**src/rtl/pwm_pkg.sv**
```systemverilog
// Shared constants and saturating duty arithmetic for the multi-channel PWM generator.
package pwm_pkg;

    localparam int unsigned CONF_W      = 3;
    localparam int unsigned PRESC_W     = 7;
    localparam int unsigned SYNC_STAGES = 2;

    // a + b clipped to max_v; the carry bit keeps the sum from wrapping
    function automatic logic [31:0] sat_add(input logic [31:0] a,
                                            input logic [31:0] b,
                                            input logic [31:0] max_v);
        logic [32:0] s;
        s = 33'(a) + 33'(b);
        if (s > 33'(max_v)) begin
            return max_v;
        end
        return s[31:0];
    endfunction

    // a - b clipped at zero
    function automatic logic [31:0] sat_sub(input logic [31:0] a,
                                            input logic [31:0] b);
        if (a < b) begin
            return 32'd0;
        end
        return a - b;
    endfunction

endpackage

```
**src/rtl/pwm_edge_sync.sv**
```systemverilog
// Synchronises an asynchronous level input and flags its rising edge for one clk.
module pwm_edge_sync
    import pwm_pkg::*;
(
    input  logic clk,
    input  logic rst_n,
    input  logic async_in,
    output logic rise_c
);

    logic [SYNC_STAGES-1:0] sync_q;
    logic                   prev_q;

    // Synchroniser chain plus one delayed copy for edge detection
    always_ff @(posedge clk or negedge rst_n) begin
        if (!rst_n) begin
            sync_q <= '0;
            prev_q <= 1'b0;
        end else begin
            sync_q <= {sync_q[SYNC_STAGES-2:0], async_in};
            prev_q <= sync_q[SYNC_STAGES-1];
        end
    end

    assign rise_c = sync_q[SYNC_STAGES-1] & ~prev_q;

endmodule

```
**src/rtl/pwm_multi_channel_gen.sv**
```systemverilog
// Multi-channel PWM generator: shared prescaled period counter, per-channel
// shadow/active duty registers loaded at the period boundary.
// Optional build macro PWM_CENTER_ALIGN_EN selects an up/down (centre-aligned)
// counter with the shadow load at the valley; default is an edge-aligned sawtooth.
module pwm_multi_channel_gen
    import pwm_pkg::*;
#(
    parameter int unsigned WIDTH      = 8,
    parameter int unsigned CHANNELS   = 4,
    parameter int unsigned STEP       = 16,
    parameter int unsigned RESET_DUTY = 128
) (
    input  logic                                               clk,
    input  logic                                               rst_n,
    input  logic                                               ena,
    input  logic                                               inc,
    input  logic                                               dec,
    input  logic [((CHANNELS > 1) ? $clog2(CHANNELS) : 1)-1:0] ch_sel,
    input  logic [CONF_W-1:0]                                  conf,
    output logic [CHANNELS-1:0]                                pwm,
    output logic                                               period_start
);

    localparam int unsigned SEL_W    = (CHANNELS > 1) ? $clog2(CHANNELS) : 1;
    localparam logic [WIDTH-1:0] CNT_MAX  = '1;
    localparam logic [WIDTH-1:0] RST_DUTY = WIDTH'(RESET_DUTY);

    logic [PRESC_W-1:0]  presc_q;
    logic [PRESC_W-1:0]  presc_mask;
    logic [WIDTH-1:0]    cnt_q;
    logic [WIDTH-1:0]    shadow_q   [CHANNELS];
    logic [WIDTH-1:0]    active_q   [CHANNELS];
    logic [WIDTH-1:0]    shadow_nxt [CHANNELS];
    logic [CHANNELS-1:0] pwm_nxt;
    logic                tick;
    logic                boundary;
    logic                inc_ev;
    logic                dec_ev;
    logic                edit_ok;

    pwm_edge_sync u_inc_sync (
        .clk      (clk),
        .rst_n    (rst_n),
        .async_in (inc),
        .rise_c   (inc_ev)
    );

    pwm_edge_sync u_dec_sync (
        .clk      (clk),
        .rst_n    (rst_n),
        .async_in (dec),
        .rise_c   (dec_ev)
    );

    // Tick when the low conf bits of the prescaler are all ones (conf=0: every clk)
    assign presc_mask = PRESC_W'((8'd1 << conf) - 8'd1);
    assign tick       = ena & ((presc_q & presc_mask) == presc_mask);

    // Prescaler runs only while enabled
    always_ff @(posedge clk or negedge rst_n) begin
        if (!rst_n) begin
            presc_q <= '0;
        end else if (ena) begin
            presc_q <= presc_q + PRESC_W'(1);
        end
    end

`ifdef PWM_CENTER_ALIGN_EN
    logic up_q;

    assign boundary = tick & (cnt_q == '0) & ~up_q;

    // Up/down counter, direction flips at each end
    always_ff @(posedge clk or negedge rst_n) begin
        if (!rst_n) begin
            cnt_q <= '0;
            up_q  <= 1'b1;
        end else if (tick) begin
            if (up_q) begin
                if (cnt_q == CNT_MAX) begin
                    up_q  <= 1'b0;
                    cnt_q <= cnt_q - WIDTH'(1);
                end else begin
                    cnt_q <= cnt_q + WIDTH'(1);
                end
            end else begin
                if (cnt_q == '0) begin
                    up_q  <= 1'b1;
                    cnt_q <= cnt_q + WIDTH'(1);
                end else begin
                    cnt_q <= cnt_q - WIDTH'(1);
                end
            end
        end
    end
`else
    assign boundary = tick & (cnt_q == CNT_MAX);

    // Sawtooth counter wrapping naturally at 2^WIDTH
    always_ff @(posedge clk or negedge rst_n) begin
        if (!rst_n) begin
            cnt_q <= '0;
        end else if (tick) begin
            cnt_q <= cnt_q + WIDTH'(1);
        end
    end
`endif

    // Simultaneous inc and dec cancel; nothing is edited while disabled
    assign edit_ok = ena & (inc_ev ^ dec_ev);

    // Per-channel shadow edit and compare
    for (genvar i = 0; i < int'(CHANNELS); i++) begin : g_ch
        logic hit;
        assign hit = edit_ok & (ch_sel == SEL_W'(i));
        assign shadow_nxt[i] = !hit   ? shadow_q[i] :
                               inc_ev ? WIDTH'(sat_add(32'(shadow_q[i]), STEP, 32'(CNT_MAX))) :
                                        WIDTH'(sat_sub(32'(shadow_q[i]), STEP));
        assign pwm_nxt[i] = ena & (cnt_q < active_q[i]);
    end

    // Duty registers and output flops; active takes the pre-edit shadow at the boundary
    always_ff @(posedge clk or negedge rst_n) begin
        if (!rst_n) begin
            for (int unsigned i = 0; i < CHANNELS; i++) begin
                shadow_q[i] <= RST_DUTY;
                active_q[i] <= RST_DUTY;
            end
            pwm          <= '0;
            period_start <= 1'b0;
        end else begin
            for (int unsigned i = 0; i < CHANNELS; i++) begin
                shadow_q[i] <= shadow_nxt[i];
                if (boundary) begin
                    active_q[i] <= shadow_q[i];
                end
            end
            pwm          <= pwm_nxt;
            period_start <= boundary;
        end
    end

endmodule

```
**config.mk**
```make
export PLATFORM = sky130hd
export DESIGN_NAME = pwm_multi_channel_gen
export DESIGN_NICKNAME = d
export VERILOG_FILES = /design/src/rtl/pwm_pkg.sv /design/src/rtl/pwm_edge_sync.sv /design/src/rtl/pwm_multi_channel_gen.sv
export SDC_FILE = /design/constraint.sdc
export NUM_CORES = 1
export LEC_CHECK = 0
export ABC_AREA = 1
export BUFFER_PORTS_ARGS = -buffer_cell sky130_fd_sc_hd__buf_4
export CAP_MARGIN = 20
export CORE_ASPECT_RATIO = 0.75
export CORE_UTILIZATION = 35
export CTS_CLUSTER_SIZE = 10
export DETAILED_ROUTE_END_ITERATION = 6
export PLACE_DENSITY_LB_ADDON = 0.2
export SLEW_MARGIN = 20
export SYNTH_ARGS = -nofsm -noshare
export SYNTH_HDL_FRONTEND = slang
export SYNTH_SLANG_ARGS = --single-unit
```
**constraint.sdc**
```tcl
create_clock -name clk -period 1.4 [get_ports clk]
set_clock_uncertainty 0.1 [all_clocks]
set_input_delay 0.14 -clock clk [delete_from_list [all_inputs] [get_ports clk]]
set_output_delay 0.14 -clock clk [all_outputs]
set_load 0.01 [all_outputs]
```
==> impl_metrics.json <==
{
  "switching_share_pct": 38.2,
  "status": "finished, violations left",
  "place_ws_ps": -150,
  "clk_pin_slew_worst_paths_ps": 50,
  "cp-start-kind": "flip-flop",
  "min_path_type": "primary input to flip-flop",
  "totalWireLength_mm": 10.9,
  "p_leak_nw": 3.10,
  "timing.slew.headroom_pct": 74.4,
  "p_total_mw": 10.4,
  "grt_overflow": 0,
  "die_area_um2": 13000,
  "end_kind": "flip-flop",
  "dr.pass1.iters": 4,
  "syn_area_per_cell_um2": 7.31,
  "die_h_um": 99.1,
  "worst_hold_slack_ps": 28.7,
  "synth_top_cell_by_area": "dfrtp_1",
  "dp_hpwl_mm": 7.50,
  "place_congestion": 0.829,
  "syn-num-nets": 654,
  "violations": "setup timing",
  "worstMarginPinSlew_ps": 384,
  "setup_slack_ps": -160,
  "power.density_nw_per_um2": 1710,
  "synth_top_area_share_pct": 33.0,
  "grt_pass1_vias": 3917,
  "r2r_cells": 9,
  "nNetsFinal": 742,
  "drtIter0Drc": 201,
  "ys_ff_latch": 66,
  "area_growth_pct": 38.5,
  "cts_buffers": 9,
  "cts_tree": "yes",
  "antenna_found_initial": 0,
  "fin_crit_sh_pct": 111,
  "synth.distinct_cells": 28,
  "drv_slew": 0,
  "io_pins": 15,
  "critPathRequiredTime_ps": 1520,
  "fillers": 1177,
  "ant_nets": 0,
  "min_delay_path_depth": 3,
  "multiInputGateArea_um2": 2810,
  "setup_violations": 41,
  "p_sw_mw": 3.98,
  "htreeDepth": 3,
  "path_class": "flip-flop to flip-flop",
  "internal_power_mw": 6.45,
  "ys_top_cells_by_area": "dfrtp_1 33%, nand2_1 20%, ha_1 12%, inv_1 5.8%, dfstp_2 4.8%",
  "coreArea_um2": 12300,
  "final_core_util_pct": 49.7,
  "rows": 35,
  "layout-drive-gt1-share_pct": 34.0,
  "fmax_mhz": 641,
  "seq_area_um2": 1670,
  "clk_path_buf_depth": 2,
  "start_util_pct": 35.9,
  "period_needed_ps": 1560,
  "p_seq_share_pct": 27.8,
  "rsz0062_at_grt": "yes",
  "cts_root_buffer": "clkbuf_16",
  "met2_usage_pct": 28.2,
  "synth.yosys.warnings": 0,
  "synth_cells": 602,
  "grt_pass1_wl_mm": 18.4,
  "cp_data_arrival_time_ps": 1680,
  "grt_max_degree": 67,
  "port_buffers": 14,
  "track_usage_pct": 17.6,
  "busiest_layer": "met2",
  "via_per_inst": 4.70,
  "via_count": 4044,
  "cp_max_fo": 5,
  "syn_area_um2": 4400,
  "drv_cap": 0,
  "finalHoldViolCount": 0,
  "clock_power_share_pct": 23.2,
  "drc": 0,
  "wire_per_inst_um": 12.7,
  "p_comb_share_pct": 49.0,
  "synth-seq-area-share_pct": 37.8,
  "clkLatencyLatePin_ps": 340,
  "die_w_um": 131,
  "met3_usage_pct": 3.72,
  "use_met1_pct": 24.0,
  "antenna_cells": 0,
  "cts_num_sinks": 66,
  "ir_worst_vdd_v": 0.00102
}
==> cells in the mapped netlist (all sizes together) <==
cell / n
a21oi: 14
buf: 15
clkbuf: 1
clkinv: 1
dfrtp: 58
dfstp: 8
ha: 42
inv: 72
nand2: 233
nand3: 29
nand3b: 1
nand4: 24
nor2: 60
nor3: 3
o21a: 5
o21ai: 18
o21bai: 1
xnor2: 8
xor2: 9
==> power by group through the flow <==
stage	Clock [mW]	Combinational, mW	Sequential [mW]
CTS	2.48	4.62	2.82
global placement	0	3.92	2.81
floorplan	0	2.56	2.78
global route	2.56	5.80	2.96
detailed placement	0	4.02	2.82
finish	2.42	5.11	2.89
==> per-layer routing <==
layer  part of all wire (%)  vias up  wire (um)
met5                      0        -          0
met4                    1.2        0        131
met3                    2.8       12        307
met2                     45       49       4920
met1                     51     1913       5590
li1                       -     2070          -
==> cell type report <==
type / count / area share (%)
clock inverters: 5 / 1.27
inverters: 73 / 4.62
flip-flops and latches: 66 / 27.4
well taps: 166 / 3.41
multi-input cells: 447 / 46.2
clock buffers: 11 / 3.99
repair buffers: 93 / 13.1
==> critical path: stages, from the launching register on <==
cell	delay, ps
dfrtp_1	350
ha_2	200
nand2_2	60
inv_2	70
nand2_4	50
nor3_4	190
nand3_4	140
clkbuf_16	190
nand2_2	50
nand2_1	40
==> cells in the final DEF (no fill, tap or decap), drive strengths merged <==
cell type      n
bufinv         2
dfrtp         58
xor2           9
clkinv         2
o21a           5
dfstp          8
nor3           3
o21ai         18
clkbuf        12
a21oi         14
nand2        233
buf           88
clkinvlp       1
nand4         24
xnor2          8
dlygate4sd3    4
nand3b         1
inv           73
nor2          60
ha            42
o21bai         1
nand3         29
==> sequential cells by signal (all words and copies together) (netlist names) <==
name / count
u_dec_sync.prev_q: 1
cnt_q: 8
u_inc_sync.prev_q: 1
u_dec_sync.sync_q: 2
active_q: 20
shadow_q: 20
period_start: 1
pwm: 4
u_inc_sync.sync_q: 2
presc_q: 7
==> logic make-up (layout without fill, tap and decap cells) <==
family | count (synthesis) | in the layout | synth area share (%)
fa+ha+maj | 42 | 42 | 11.9
xor+xnor | 17 | 17 | 3.38
flops | 66 | 66 | 37.8
compound gates | 38 | 38 | 4.66
simple gates | 350 | 350 | 34.1
buf+inv | 89 | 182 | 8.13
==> final timing paths <==
check                                     start                    to  slack [ps]
max                                    cnt_q[1]           active_q[3]        -160
min                                         ena            presc_q[1]          30
max reg2reg                            cnt_q[1]           active_q[3]        -160
min reg2reg                u_dec_sync.sync_q[0]  u_dec_sync.sync_q[1]         250
max in group asynchronous                 rst_n          active_q[15]         590
min in group asynchronous                 rst_n          period_start         250
==> per-stage QoR <==
stage	TNS (ps)	cell area [um2]	cells
4_1_cts	-2880	5740	853
5_1_grt	-8120	6090	861
6_report	-3680	6090	861
3_5_place_dp	-4610	5080	824
2_1_floorplan	-2250	4400	602
3_3_place_gp	-3470	5080	824
==> timing repair <==
action                                 CTS  global route
gates cloned                             0             2
gates resized for setup                 59            88
buffers inserted                         9             6
endpoints found under the hold margin   61             0
setup endpoints to repair               51            54
hold buffers                             4             0
pin swaps                               31            35
Note: power is estimated with default switching activity, not from simulation.
